`config.mk`:
```
export PLATFORM = sky130hd
export DESIGN_NAME = tty_text_render
export DESIGN_NICKNAME = d
export VERILOG_FILES = /design/src/rtl/tty_text_render.sv
export SDC_FILE = /design/constraint.sdc
export NUM_CORES = 1
export LEC_CHECK = 0
export BUFFER_PORTS_ARGS = -buffer_cell sky130_fd_sc_hd__buf_2
export CAP_MARGIN = 20
export CORE_MARGIN = 10
export CORE_UTILIZATION = 53
export CTS_BUF_LIST = sky130_fd_sc_hd__clkbuf_4
export DETAILED_ROUTE_END_ITERATION = 7
export PLACE_DENSITY = 0.79
export SYNTH_ARGS = -nofsm -noshare
export SYNTH_HDL_FRONTEND = slang
export SYNTH_SLANG_ARGS = --single-unit
```
`constraint.sdc`:
```
create_clock -name clk -period 2.37 [get_ports clk]
set_clock_uncertainty 0.05 [all_clocks]
set_input_delay 0.1185 -clock clk [delete_from_list [all_inputs] [get_ports clk]]
set_output_delay 0.1185 -clock clk [all_outputs]
set_load 0.1 [all_outputs]
```
`src/rtl/tty_text_render.sv`:
```
// Text-mode raster renderer: char RAM -> font ROM -> 8-pixel shifter -> RGB565 stream.
// Latency: first px_valid RAM_LAT+3 cycles after entering FETCH; bubble-free within a frame.
// Backpressure: px_valid/px_ready; outputs held while stalled, fetch waits on a full glyph buffer.
//
// Ports:
//   clk, reset          single clock, synchronous active-high reset
//   enable              frames render back to back while high (sampled at frame boundaries)
//   ram_*               read-only master on the character RAM (address = text_row*COLS + col)
//   font_address/data   font ROM, {char_code, glyph_row}, 1-cycle read latency, bit 7 leftmost
//   px_data/valid/ready RGB565 pixel stream with px_sof (first pixel) and px_eol (last of line)
//   busy                frame in progress
// Build option TTY_ATTR_RAM_EN: adds attr_chipselect/attr_readdata; per-cell colours come from
// the attribute byte ({bg_idx, fg_idx}) through the 16-entry VGA palette instead of FG/BG_COLOR.

module tty_text_render #(
  parameter int          COLS     = 40,
  parameter int          ROWS     = 15,
  parameter int          CHAR_H   = 16,
  parameter int          RAM_LAT  = 1,
  parameter logic [15:0] FG_COLOR = 16'hFFFF,
  parameter logic [15:0] BG_COLOR = 16'h0000
) (
  input  logic        clk,
  input  logic        reset,
  input  logic        enable,
  output logic [15:0] ram_address,
  output logic        ram_chipselect,
  output logic        ram_clken,
  output logic        ram_write,
  output logic [7:0]  ram_writedata,
  input  logic [7:0]  ram_readdata,
`ifdef TTY_ATTR_RAM_EN
  output logic        attr_chipselect,
  input  logic [7:0]  attr_readdata,
`endif
  output logic [11:0] font_address,
  input  logic [7:0]  font_data,
  output logic [15:0] px_data,
  output logic        px_valid,
  input  logic        px_ready,
  output logic        px_sof,
  output logic        px_eol,
  output logic        busy
);

  typedef enum logic [1:0] {IDLE, FETCH, DRAIN} state_t;

  state_t state, state_nxt;

  // fetch-side position of the next cell to read
  logic [15:0] f_col, f_trow, row_base;
  logic [3:0]  f_grow;
  logic        col_end, grow_end, trow_end, cell_first, cell_last;

  // one fetch in flight at a time; pipe tracks it through RAM and font latency
  logic [RAM_LAT:0] pipe;
  logic             rd_vld, font_vld, issue;
  logic [3:0]       fl_row;
  logic             fl_sof, fl_eol, fl_last;

  // single-entry glyph buffer between fetcher and shifter
  logic       buf_full, buf_sof, buf_eol, buf_last;
  logic [7:0] buf_glyph;

  // pixel shifter
  logic       sh_vld, sh_sof, sh_eol, sh_last;
  logic [7:0] sh_glyph;
  logic [2:0] sh_cnt;
  logic       accept, sh_done, buf_load, last_accept;
  logic [15:0] fg, bg;

`ifdef TTY_ATTR_RAM_EN
  logic [7:0] fl_attr, buf_attr, sh_attr;

  function automatic logic [15:0] vga565(input logic [3:0] idx);
    case (idx)
      4'd0:  vga565 = 16'h0000;
      4'd1:  vga565 = 16'h0015;
      4'd2:  vga565 = 16'h0540;
      4'd3:  vga565 = 16'h0555;
      4'd4:  vga565 = 16'hA800;
      4'd5:  vga565 = 16'hA815;
      4'd6:  vga565 = 16'hAAA0;
      4'd7:  vga565 = 16'hAD55;
      4'd8:  vga565 = 16'h52AA;
      4'd9:  vga565 = 16'h52BF;
      4'd10: vga565 = 16'h57EA;
      4'd11: vga565 = 16'h57FF;
      4'd12: vga565 = 16'hFAAA;
      4'd13: vga565 = 16'hFABF;
      4'd14: vga565 = 16'hFFEA;
      default: vga565 = 16'hFFFF;
    endcase
  endfunction

  assign fg = vga565(sh_attr[3:0]);
  assign bg = vga565(sh_attr[7:4]);
  assign attr_chipselect = issue;
`else
  assign fg = FG_COLOR;
  assign bg = BG_COLOR;
`endif

  assign col_end    = (f_col == 16'(COLS - 1));
  assign grow_end   = (f_grow == 4'(CHAR_H - 1));
  assign trow_end   = (f_trow == 16'(ROWS - 1));
  assign cell_first = (f_col == 16'd0) && (f_grow == 4'd0) && (f_trow == 16'd0);
  assign cell_last  = col_end && grow_end && trow_end;

  assign rd_vld   = pipe[RAM_LAT-1];
  assign font_vld = pipe[RAM_LAT];

  assign accept      = sh_vld && px_ready;
  assign sh_done     = accept && (sh_cnt == 3'd7);
  assign buf_load    = buf_full && (!sh_vld || sh_done);
  assign last_accept = sh_done && sh_last;

  // Refill the buffer as soon as it is empty or being drained this cycle; fetch latency
  // (RAM_LAT+2) is shorter than the 8 pixels a cell takes, so the shifter never starves.
  assign issue = (state == FETCH) && !(|pipe) && (!buf_full || buf_load);

  assign ram_clken      = 1'b1;
  assign ram_write      = 1'b0;
  assign ram_writedata  = 8'h00;
  assign ram_chipselect = issue;
  assign ram_address    = issue ? (row_base + f_col) : 16'h0000;
  assign font_address   = rd_vld ? {ram_readdata, fl_row} : 12'h000;

  assign px_valid = sh_vld;
  assign px_data  = sh_vld ? (sh_glyph[3'd7 - sh_cnt] ? fg : bg) : 16'h0000;
  assign px_sof   = sh_vld && sh_sof && (sh_cnt == 3'd0);
  assign px_eol   = sh_vld && sh_eol && (sh_cnt == 3'd7);

  always_ff @(posedge clk) begin
    if (reset) state <= IDLE;
    else       state <= state_nxt;
  end

  always_comb begin
    state_nxt = state;
    busy      = 1'b0;
    case (state)
      IDLE: begin
        if (enable) state_nxt = FETCH;
      end
      FETCH: begin
        busy = 1'b1;
        if (issue && cell_last) state_nxt = DRAIN;
      end
      DRAIN: begin
        busy = 1'b1;
        // enable only matters here, at the frame boundary
        if (last_accept) state_nxt = enable ? FETCH : IDLE;
      end
      default: state_nxt = IDLE;
    endcase
  end

  always_ff @(posedge clk) begin
    if (reset) begin
      f_col     <= '0;
      f_grow    <= '0;
      f_trow    <= '0;
      row_base  <= '0;
      pipe      <= '0;
      fl_row    <= '0;
      fl_sof    <= 1'b0;
      fl_eol    <= 1'b0;
      fl_last   <= 1'b0;
      buf_full  <= 1'b0;
      buf_glyph <= '0;
      buf_sof   <= 1'b0;
      buf_eol   <= 1'b0;
      buf_last  <= 1'b0;
      sh_vld    <= 1'b0;
      sh_glyph  <= '0;
      sh_cnt    <= '0;
      sh_sof    <= 1'b0;
      sh_eol    <= 1'b0;
      sh_last   <= 1'b0;
`ifdef TTY_ATTR_RAM_EN
      fl_attr   <= '0;
      buf_attr  <= '0;
      sh_attr   <= '0;
`endif
    end else begin
      pipe <= {pipe[RAM_LAT-1:0], issue};

      if (issue) begin
        fl_row  <= f_grow;
        fl_sof  <= cell_first;
        fl_eol  <= col_end;
        fl_last <= cell_last;
        if (col_end) begin
          f_col <= '0;
          if (grow_end) begin
            f_grow <= '0;
            if (trow_end) begin
              f_trow   <= '0;
              row_base <= '0;
            end else begin
              f_trow   <= f_trow + 16'd1;
              row_base <= row_base + 16'(COLS);
            end
          end else begin
            // same text row again for the next glyph row (no line buffer)
            f_grow <= f_grow + 4'd1;
          end
        end else begin
          f_col <= f_col + 16'd1;
        end
      end

`ifdef TTY_ATTR_RAM_EN
      if (rd_vld) fl_attr <= attr_readdata;
`endif

      if (font_vld) begin
        buf_full  <= 1'b1;
        buf_glyph <= font_data;
        buf_sof   <= fl_sof;
        buf_eol   <= fl_eol;
        buf_last  <= fl_last;
`ifdef TTY_ATTR_RAM_EN
        buf_attr  <= fl_attr;
`endif
      end else if (buf_load) begin
        buf_full <= 1'b0;
      end

      if (buf_load) begin
        sh_vld   <= 1'b1;
        sh_cnt   <= 3'd0;
        sh_glyph <= buf_glyph;
        sh_sof   <= buf_sof;
        sh_eol   <= buf_eol;
        sh_last  <= buf_last;
`ifdef TTY_ATTR_RAM_EN
        sh_attr  <= buf_attr;
`endif
      end else if (accept) begin
        if (sh_cnt == 3'd7) sh_vld <= 1'b0;
        else                sh_cnt <= sh_cnt + 3'd1;
      end
    end
  end

endmodule

```
==> impl_metrics.py, run 1 <==
metrics = {
    "timing": {
        "setup_viol": 13,
        "drv_slew": 0,
        "hold_viol": 0,
        "setup_slack_ns": -0.4291,
        "fmax_ghz": 0.3573,
        "rsz0062_at_grt": "true",
        "period_share_pct": 118.1,
        "layout_min_cycle_time_ns": 2.799,
    },
    "job": {
        "cap_violations": 0,
    },
    "cts": {
        "cts_tree": "done",
        "clock-sinks": 87,
        "cts_max_level": 3,
        "cts_root_buf": "clkbuf_4",
        "clkLatencyLatePin_ns": 0.46,
        "clkTransAtPathRegs_ns": 0.15,
        "cts_buffer_depth": 2,
        "numCtsBuffers": 9,
    },
    "power_and_ir_drop": {
        "p_per_area_nw_per_um2": 540.1,
        "p_leak_nw": 2.800,
        "p_total_mw": 3.736,
        "peakVddDrop_v": 0.0006477,
    },
    "setup_path": {
        "worstPathArrival_ns": 2.63,
        "r2r_start": "f_col[10]$_SDFFE_PP0P_",
        "rrSetupSlack_ns": 0,
        "rr_endpoint": "f_col[6]$_SDFFE_PP0P_",
        "cp.required_ns": 2.20,
        "critPathSlowestCell": "or4_4",
        "r2r_cells": 8,
        "cp_cell_sequence": "ha_4 > or4_4 > a21oi_4 > a211oi_4 > o41ai_4 > mux2i_4 > buf_12",
        "path_class": "flip-flop to output port",
        "path_max_fanout": 6,
        "crit_path_end_kind": "output port",
        "worst_path_largest_cell_delay_ns": 0.54,
        "critPathLaunchType": "flip-flop",
    },
    "synth": {
        "synth_area_um2": 4781,
        "ys_seq_area_share_pct": 36.43,
        "synthArstFlopShare_pct": 0,
        "synth_area_per_cell_um2": 8.507,
        "synthDistinctLibCells": 50,
        "synth-warning-count": 0,
        "ys_ff_latch": 87,
        "synth_ff_type": "dfxtp_1",
        "synth_edf_count": 0,
        "syn_inst": 562,
    },
    "detailed_routing": {
        "firstDrtPassIters": 6,
        "drtIter0Drc": 380,
        "wl_um": 15190,
        "num_vias": 4694,
        "wire_per_inst_um": 19.03,
        "viasPerCell": 5.882,
        "drc": 0,
        "ant_nets": 0,
    },
    "place": {
        "dp_hpwl_um": 9158,
        "placed_area_um2": 5796,
        "portBuffers": 68,
        "gp_congestion": 0.8737,
    },
    "global_route": {
        "grt_max_degree": 31,
        "overflow": 0,
        "grt_pass1_wl_um": 22850,
        "track_usage_pct": 20.89,
        "antenna_found_initial": 0,
        "grt_pass1_vias": 4692,
    },
    "final_layout": {
        "finish.instance_area_um2": 6918,
        "nNetsFinal": 733,
        "fill_cells": 488,
        "antennaDiodeCount": 0,
        "area_growth_pct": 44.70,
        "seq_area_um2": 1784,
        "drive_gt1_share_pct": 32.90,
        "multi_input_area_um2": 3207,
    },
    "floorplanning": {
        "fp.dieW_um": 115.0,
        "num_rows": 34,
        "die-area_um2": 13220,
        "initial_core_util_pct": 54.55,
        "fp.dieH_um": 115.0,
        "top_level_ports": 79,
        "core_area_um2": 8763,
    },
    "status": {
        "violations": "setup timing",
        "status": "finished with violations",
    },
    "worst_hold_path": {
        "whs_path_depth": 4,
        "min_to": "state[1]$_SDFFE_PP0P_",
        "hp-class": "input pin to flip-flop",
        "hold_path.startpoint": "enable",
    },
}
routing by layer:
metal	up-vias	wire length, um	track usage (%)
met5	-	0	0
met1	2205	5748	24.91
met2	249	7524	35.10
li1	2188	-	-
met4	0	500	8.581
met3	52	1415	5.156
cell type report:
cell class | instances | area share (%)
sequential | 87 | 25.79
clock buffer | 9 | 0.9767
timing repair buffer | 151 | 22.79
inverter | 19 | 1.031
multi-input combinational | 417 | 46.36
clock inverter | 7 | 1.103
tap | 108 | 1.953
timing repair:
action / 4_1_cts / 5_1_grt
pin swaps: 14 / 15
gates resized for setup: 53 / 75
endpoints found under the setup margin: 35 / 71
hold buffers: 15 / 0
endpoints found under the hold margin: 11 / 0
cloned: 1 / 1
setup buffers: 30 / 12
worst max-delay path: cells and delay by family (launching register included):
family	cells	cell delay (ns)
compound gates	3	0.58
simple gates	1	0.54
flops	1	0.38
mux	1	0.31
buf+inv	1	0.19
fa+ha+maj	1	0.16
cells in the final DEF, fill, tap and decap left out, types with 18 or more instances in the layout:
cell,netlist,layout
a21oi_1,30,25
and2_1,20,18
buf_12,0,29
buf_2,1,35
buf_4,25,51
dfxtp_1,87,71
ha_1,28,18
mux2i_1,31,27
nand2_1,41,39
nand3_1,22,20
nand4_1,22,22
nor2_1,66,61
xor2_1,24,24
cells by family after synthesis:
group                    count (synthesis)  synth area share, %
XOR/XNOR                                35                6.412
other                                    2               0.1571
multiplexers                            33                7.433
buffers and inverters                   66                7.197
AO/OA/AOI/OAI                           68                9.082
AND/OR/NAND/NOR                        243                25.96
adder cells (fa/ha/maj)                 28                7.328
flip-flops                              87                36.43
per-stage QoR:
step | instances | utilization [%] | setup WS, ns | hold slack (ns) | TNS, ns
floorplan | 570 | - | -0.1274 | 0.2157 | -0.5501
global placement | 728 | 66.13 | 0.04001 | 0.3020 | 0
detailed placement | 728 | 66.13 | -0.03817 | 0.3117 | -0.04700
CTS | 788 | 74.77 | -0.3998 | 0.02258 | -1.800
global route | 798 | 78.94 | -0.5198 | 0.05875 | -5.668
finish | 798 | 78.94 | -0.4291 | 0.05546 | -2.628
how the worst max path moves through the flow:
stage | end | from | slack, ns
floorplan | ram_address[15] | row_base[10]$_SDFFE_PP0P_ | -0.13
global placement | ram_address[13] | f_col[4]$_SDFFE_PP0P_ | 0.04
detailed placement | ram_address[13] | f_col[4]$_SDFFE_PP0P_ | -0.04
CTS | ram_address[15] | f_col[8]$_SDFFE_PP0P_ | -0.40
global route | ram_address[15] | f_col[10]$_SDFFE_PP0P_ | -0.52
finish | ram_address[15] | f_col[10]$_SDFFE_PP0P_ | -0.43
cells in the mapped netlist, types with 2 or more instances:
cell      instances  share of area, %
inv_1            19               1.5
o31ai_1           2              0.31
xor2_1           24               4.4
buf_4            25               3.9
nand2b_1          5              0.65
a21o_1            5              0.79
xnor2_1          11               2.0
nand3_1          22               2.3
nor2b_1           5              0.65
conb_1            2              0.16
buf_1             6              0.47
nor3_1           12               1.3
or4_1             4              0.63
o21a_1            3              0.47
a31oi_1           2              0.26
nor4_1            8               1.0
nand2_1          41               3.2
nor2_1           66               5.2
dfxtp_1          87                36
ha_1             28               7.3
and4_1            4              0.73
mux4_2            2              0.94
o21ai_0          14               1.5
and3_1           12               1.6
nand4_1          22               2.9
clkbuf_1         14               1.1
or3_1            13               1.7
mux2i_1          31               6.5
nand3b_1          4              0.63
and2_1           20               2.6
a21oi_1          30               3.1
flip-flops by register name, summed over array words and instances (netlist names), 2 cells and up:
name / count
f_col: 16
f_trow: 16
row_base: 13
buf_glyph: 8
sh_glyph: 8
f_grow: 4
fl_row: 4
sh_cnt: 3
pipe: 2
state: 2
power breakdown:
group	switching [mW]	internal [mW]
Combinational	0.871	0.406
Sequential	0.0531	1.51
Clock	0.567	0.334
Power figures use the tool's default switching activity.
==> run 2: changes to the inputs <==
Settings changed: ABC_AREA from default to 1, CAP_MARGIN 20 to 25, CORE_UTILIZATION 53 to 54.
==> run 2 against run 1 <==
  * The run now ends clean
  * Area after synthesis up 13%
  * Highest routed layer unchanged
  * First-iteration DRC count grew 8.4%
  * Critical path depth increased by 2
  * Sequential share of layout area up 0.64 points
  * Fmax rose by 20%
  * Largest cell class unchanged
  * Sequential cell count is the same
  * Die area increased by 9.2%
  * Critical path type unchanged
==> impl_metrics.py, run 2 <==
metrics = {
    "status": {
        "status": "finished clean",
    },
    "detailed_routing": {
        "drtIter0Drc": 412,
        "wl_um": 14590,
        "ant_nets": 0,
        "firstDrtPassIters": 6,
        "num_vias": 5514,
        "viasPerCell": 5.297,
        "wire_per_inst_um": 14.02,
        "drc": 0,
    },
    "synth": {
        "synth-warning-count": 0,
        "synth_top_cell_by_area": "dfxtp_1",
        "synth_ff_type": "dfxtp_1",
        "syn_inst": 831,
        "netlist_top_cells_area": "dfxtp_1 32%, nand2_1 12%, nor2_1 10%",
        "synthDistinctLibCells": 37,
        "yosysMostFrequentCell": "nand2_1",
        "synthArstFlopShare_pct": 0,
        "ys_seq_area_share_pct": 32.15,
        "synth_common_cells": "169 x nand2_1, 146 x nor2_1, 87 x dfxtp_1, 77 x inv_1, 68 x a21oi_1",
        "synth_area_um2": 5418,
        "synth_top_area_share_pct": 32.15,
        "synth_edf_count": 0,
        "synth_area_per_cell_um2": 6.519,
        "ys_ff_latch": 87,
    },
    "place": {
        "dp_hpwl_um": 10060,
        "placedCellCount": 1004,
        "placed_area_um2": 6100,
        "gp_congestion": 0.9693,
        "portBuffers": 68,
    },
    "worst_hold_path": {
        "hold_path.startpoint": "enable",
        "hp-class": "input pin to flip-flop",
    },
    "global_route": {
        "overflow": 0,
        "grt_pass1_vias": 5134,
        "antenna_found_initial": 0,
        "grt_pass1_wl_um": 23800,
        "track_usage_pct": 19.26,
        "grt_max_degree": 34,
    },
    "floorplanning": {
        "num_rows": 36,
        "initial_core_util_pct": 55.43,
        "fp.dieH_um": 120.2,
        "die-area_um2": 14440,
        "core_area_um2": 9774,
        "fp.dieW_um": 120.2,
        "top_level_ports": 79,
    },
    "timing": {
        "fmax_ghz": 0.4304,
        "drv_slew": 0,
        "relSlewSlack_pct": 64.72,
        "hold_viol": 0,
        "tns_ns": 0,
        "worst_pin_slew_ns": 0.5285,
        "fin_hold_ws_ns": 0.06247,
        "layout_min_cycle_time_ns": 2.324,
        "period_share_pct": 98.04,
        "setup_viol": 0,
        "rsz0062_at_grt": "true",
    },
    "cts": {
        "cts_max_level": 3,
        "clkTransAtPathRegs_ns": 0.14,
        "cts_buffer_depth": 2,
        "cts_root_buf": "clkbuf_4",
        "cts_tree": "done",
        "numCtsBuffers": 9,
        "clock-sinks": 87,
        "clkLatencyLatePin_ns": 0.46,
    },
    "setup_path": {
        "r2r_start": "sh_cnt[0]$_SDFFE_PP0P_",
        "cp.required_ns": 2.20,
        "crit_path_end_kind": "output port",
        "crit_start": "sh_cnt[0]$_SDFFE_PP0P_",
        "path_class": "flip-flop to output port",
        "worstPathArrival_ns": 2.16,
        "path_max_fanout": 16,
        "critPathLaunchType": "flip-flop",
    },
    "final_layout": {
        "seq_area_um2": 1798,
        "antennaDiodeCount": 0,
        "multi_input_area_um2": 3472,
        "area_growth_pct": 25.54,
        "nNetsFinal": 952,
        "fill_cells": 801,
        "fin_cells": 1041,
        "layout_common_cells": "164 x nand2_1, 136 x nor2_1, 75 x inv_1, 62 x dfxtp_1, 57 x a21oi_1",
        "mostFrequentLayoutCell": "nand2_1",
        "top_regs": "f_col: 16 flops, f_trow: 16 flops, row_base: 13 flops",
        "drive_gt1_share_pct": 22.69,
        "finish.instance_area_um2": 6802,
    },
    "job": {
        "cap_violations": 0,
    },
    "power_and_ir_drop": {
        "peakVddDrop_v": 0.0008280,
        "p_per_area_nw_per_um2": 535.5,
        "p_leak_nw": 2.827,
    },
}
==> run 2: cell count changes in the layout (fill, tap and decap cells not counted), sizes merged, moves of 37 or more <==
cell / before / now
a21oi: 30 / 69
buf: 134 / 79
inv: 23 / 82
nor2: 66 / 148
nand2: 41 / 174
nand3: 22 / 59
o21ai: 14 / 53
==> run 2: metrics by stage <==
| step | setup slack (ns) | util [%] | total power [mW] |
|---|---|---|---|
| after floorplan | -0.3002 | - | 2.636 |
| after global placement | 0.2287 | 62.40 | 2.820 |
| after detailed placement | 0.1342 | 62.40 | 2.834 |
| after CTS | -0.09635 | 66.47 | 3.638 |
| after global routing | -0.09167 | 69.59 | 3.817 |
| final | 0.04649 | 69.59 | 3.642 |
==> run 2: kinds of logic after synthesis <==
family / synth area share (%)
buffers and inverters: 11.66
XOR/XNOR: 2.587
other: 0.1386
AND/OR/NAND/NOR: 33.26
flip-flops: 32.15
AO/OA/AOI/OAI: 13.74
adder cells (fa/ha/maj): 6.467
==> run 2: what timing repair did <==
action | in CTS | in global routing
setup buffers | 2 | 11
pin swaps | 2 | 7
gates resized for setup | 49 | 67
setup endpoints to repair | 32 | 46
endpoints found under the hold margin | 15 | 0
hold buffers | 10 | 0
==> run 2: worst paths after layout <==
path,endpoint,slack (ns),cells after the start
worst min-delay path,state[0]$_SDFFE_PP0P_,0.06,7
worst min register to register,sh_sof$_SDFFE_PP0P_,0.43,2
worst max-delay path,ram_address[7],0.05,9
worst max register to register,f_col[6]$_SDFFE_PP0P_,0.21,10
==> run 2: final cells by class <==
type | count | share of cell area (%)
clock buffer | 9 | 0.9934
clock inverter | 6 | 0.6623
inverter | 81 | 4.691
tap | 133 | 2.447
sequential | 87 | 26.43
multi-input combinational | 620 | 51.05
timing repair buffer | 105 | 13.72
==> run 2: power breakdown <==
group	switching, mW	leakage, nW	internal [mW]
clock	0.542	0.0548	0.215
sequential	0.102	0.719	1.57
combinational	0.900	2.05	0.317
==> run 2: routing by layer <==
layer	vias to the layer above	GRT usage, %	part of all wire [%]
met5	-	0	0
met4	0	7.315	2.7
met3	33	5.345	6.7
met2	194	32.29	49
met1	2467	22.94	42
li1	2820	-	-
==> run 2: worst max-delay path, cell delays in order (launching register included) <==
cell,delay (ns)
dfxtp_4,0.39
ha_1,0.20
ha_2,0.19
a21oi_2,0.17
nand2_2,0.09
nand2_4,0.12
clkinv_8,0.12
o21ai_0,0.17
a21oi_4,0.06
buf_12,0.18
==> run 3: changes to the inputs <==
Settings changed: PLACE_DENSITY 0.79 to 0.84.
==> run 3 against run 2 <==
  * The flow now finishes with violations (setup timing)
  * Utilization shrank 1.0 points
  * Final cell count decreased by 0.29%
  * Sequential cell count stayed put
  * Sequential share of layout area rose by 0.25 points
  * Largest power group unchanged
==> impl_metrics.py, run 3 (synthesis results as in run 2) <==
metrics = {
    "power_and_ir_drop": {
        "p_leak_nw": 2.811,
        "p_total_mw": 3.734,
        "peakVddDrop_v": 0.0009450,
        "p_per_area_nw_per_um2": 557.0,
    },
    "floorplanning": {
        "num_rows": 36,
        "top_level_ports": 79,
        "fp.dieH_um": 120.2,
        "core_area_um2": 9774,
        "initial_core_util_pct": 55.43,
        "die-area_um2": 14440,
        "fp.dieW_um": 120.2,
    },
    "status": {
        "status": "finished with violations",
        "violations": "setup timing",
    },
    "final_layout": {
        "nNetsFinal": 948,
        "fin_cells": 1038,
        "utilization_pct": 68.59,
        "area_growth_pct": 23.74,
        "fill_cells": 806,
        "antennaDiodeCount": 0,
        "mostFrequentLayoutCell": "nand2_1",
        "layout_common_cells": "167 x nand2_1, 137 x nor2_1, 76 x inv_1, 65 x dfxtp_1, 57 x a21oi_1",
        "drive_gt1_share_pct": 21.10,
        "top_regs": "f_col: 16 flops, f_trow: 16 flops, row_base: 13 flops",
    },
    "detailed_routing": {
        "drc": 0,
        "firstDrtPassIters": 6,
        "num_vias": 5661,
        "wire_per_inst_um": 14.26,
        "drtIter0Drc": 500,
        "wl_um": 14810,
        "viasPerCell": 5.454,
        "ant_nets": 0,
    },
    "timing": {
        "worst_pin_slew_ns": 0.6151,
        "rsz0062_at_grt": "true",
        "setup_slack_ns": -0.04034,
        "relSlewSlack_pct": 58.84,
        "period_share_pct": 101.7,
        "fmax_ghz": 0.4149,
        "layout_min_cycle_time_ns": 2.410,
        "drv_slew": 0,
        "hold_viol": 0,
        "setup_viol": 1,
    },
    "place": {
        "portBuffers": 68,
        "dp_hpwl_um": 10080,
        "gp_congestion": 0.9433,
        "pre_cts_ws_ns": 0.1746,
        "placedCellCount": 1002,
    },
    "setup_path": {
        "path_class": "flip-flop to output port",
        "cp_cell_sequence": "ha_1 > nand2_1 > nor2_1 > nand3_1 > nand3_2 > o21ai_2 > a21oi_4 > buf_12",
        "path_max_fanout": 5,
        "cp.buffers_inverters": 1,
        "worst_path_largest_cell_delay_ns": 0.40,
        "worstPathArrival_ns": 2.24,
        "cp_top_family": "simple AND/OR/NAND/NOR gates",
        "critPathLaunchType": "flip-flop",
        "crit_path_end_kind": "output port",
        "critPathSlowestCell": "dfxtp_2",
        "cp.required_ns": 2.20,
    },
    "cts": {
        "clock-sinks": 87,
        "clkLatencyLatePin_ns": 0.48,
        "clkTransAtPathRegs_ns": 0.16,
        "cts_buffer_depth": 2,
        "cts_max_level": 3,
        "cts_root_buf": "clkbuf_4",
        "numCtsBuffers": 9,
        "cts_tree": "done",
    },
    "global_route": {
        "grt_pass1_vias": 5274,
        "overflow": 0,
        "grt_pass1_wl_um": 23960,
        "grt_max_degree": 38,
        "antenna_found_initial": 0,
        "track_usage_pct": 19.41,
    },
    "worst_hold_path": {
        "hp-class": "input pin to flip-flop",
    },
    "job": {
        "cap_violations": 0,
    },
}
==> run 3: changes by cell type in the layout (fill, tap and decap cells not counted), sizes merged <==
cell | previous run | this run
clkbuf | 25 | 22
clkinv | 2 | 3
clkinvlp | 3 | 1
dlygate4sd3 | 10 | 9
inv | 82 | 84
==> run 3: final timing paths <==
check                                       startpoint               endpoint  slack, ns  cells past startpoint
worst max-delay path            f_col[11]$_SDFFE_PP0P_        ram_address[12]      -0.04                      8
worst min register to register    fl_last$_SDFFE_PP0P_   fl_last$_SDFFE_PP0P_       0.43                      2
worst max register to register  sh_cnt[0]$_SDFFE_PP0P_  f_col[7]$_SDFFE_PP0P_       0.11                     10
worst min-delay path                            enable  state[0]$_SDFFE_PP0P_       0.07                      7
==> run 3: worst reg2reg max path, cell delays in order, from the launching register on <==
cell and delay (ns):
dfxtp_4 0.40, ha_1 0.21, ha_2 0.21, a21oi_4 0.17
nand2_2 0.10, nand2_4 0.12, buf_4 0.18, nor2_8 0.07
nor2_1 0.36, o21ai_0 0.17, a21oi_1 0.16
==> run 3: power by group <==
group          switching [mW]  internal, mW  leakage [nW]
combinational           0.931         0.319          2.02
clock                   0.597         0.239        0.0719
sequential             0.0816          1.57         0.717
total                    1.61          2.12          2.81
==> run 3: layout make-up <==
class	instances	area, um2	area share, %
clock buffer	9	67.56	1.008
clock inverter	7	63.81	0.9518
inverter	81	314.1	4.685
multi-input combinational	620	3427	51.12
sequential	87	1789	26.69
tap	133	166.4	2.482
timing repair buffer	101	875.8	13.06
==> run 3: layer usage <==
layer	track usage, %	up-vias	wire length, um
met4	9.276	0	488
met2	32.87	235	7333
met3	3.657	44	849
met5	0	-	0
li1	-	2802	-
met1	23.16	2580	6136
==> run 3: metrics by stage <==
| step | instance area [um2] | hold slack (ns) | setup TNS (ns) |
|---|---|---|---|
| 5_1_grt | 6704 | 0.1322 | -0.7019 |
| 6_report | 6704 | 0.06950 | -0.04034 |
| 2_1_floorplan | 5590 | 0.2034 | -2.386 |
| 3_5_place_dp | 6055 | 0.2961 | 0 |
| 4_1_cts | 6487 | 0.06451 | -1.588 |
| 3_3_place_gp | 6055 | 0.2881 | 0 |
==> run 3: repair_timing <==
item,4_1_cts,5_1_grt
setup endpoints to repair,32,56
pin swaps,1,9
setup buffers,3,8
endpoints found under the hold margin,12,0
hold buffers,9,0
resized for setup,55,49
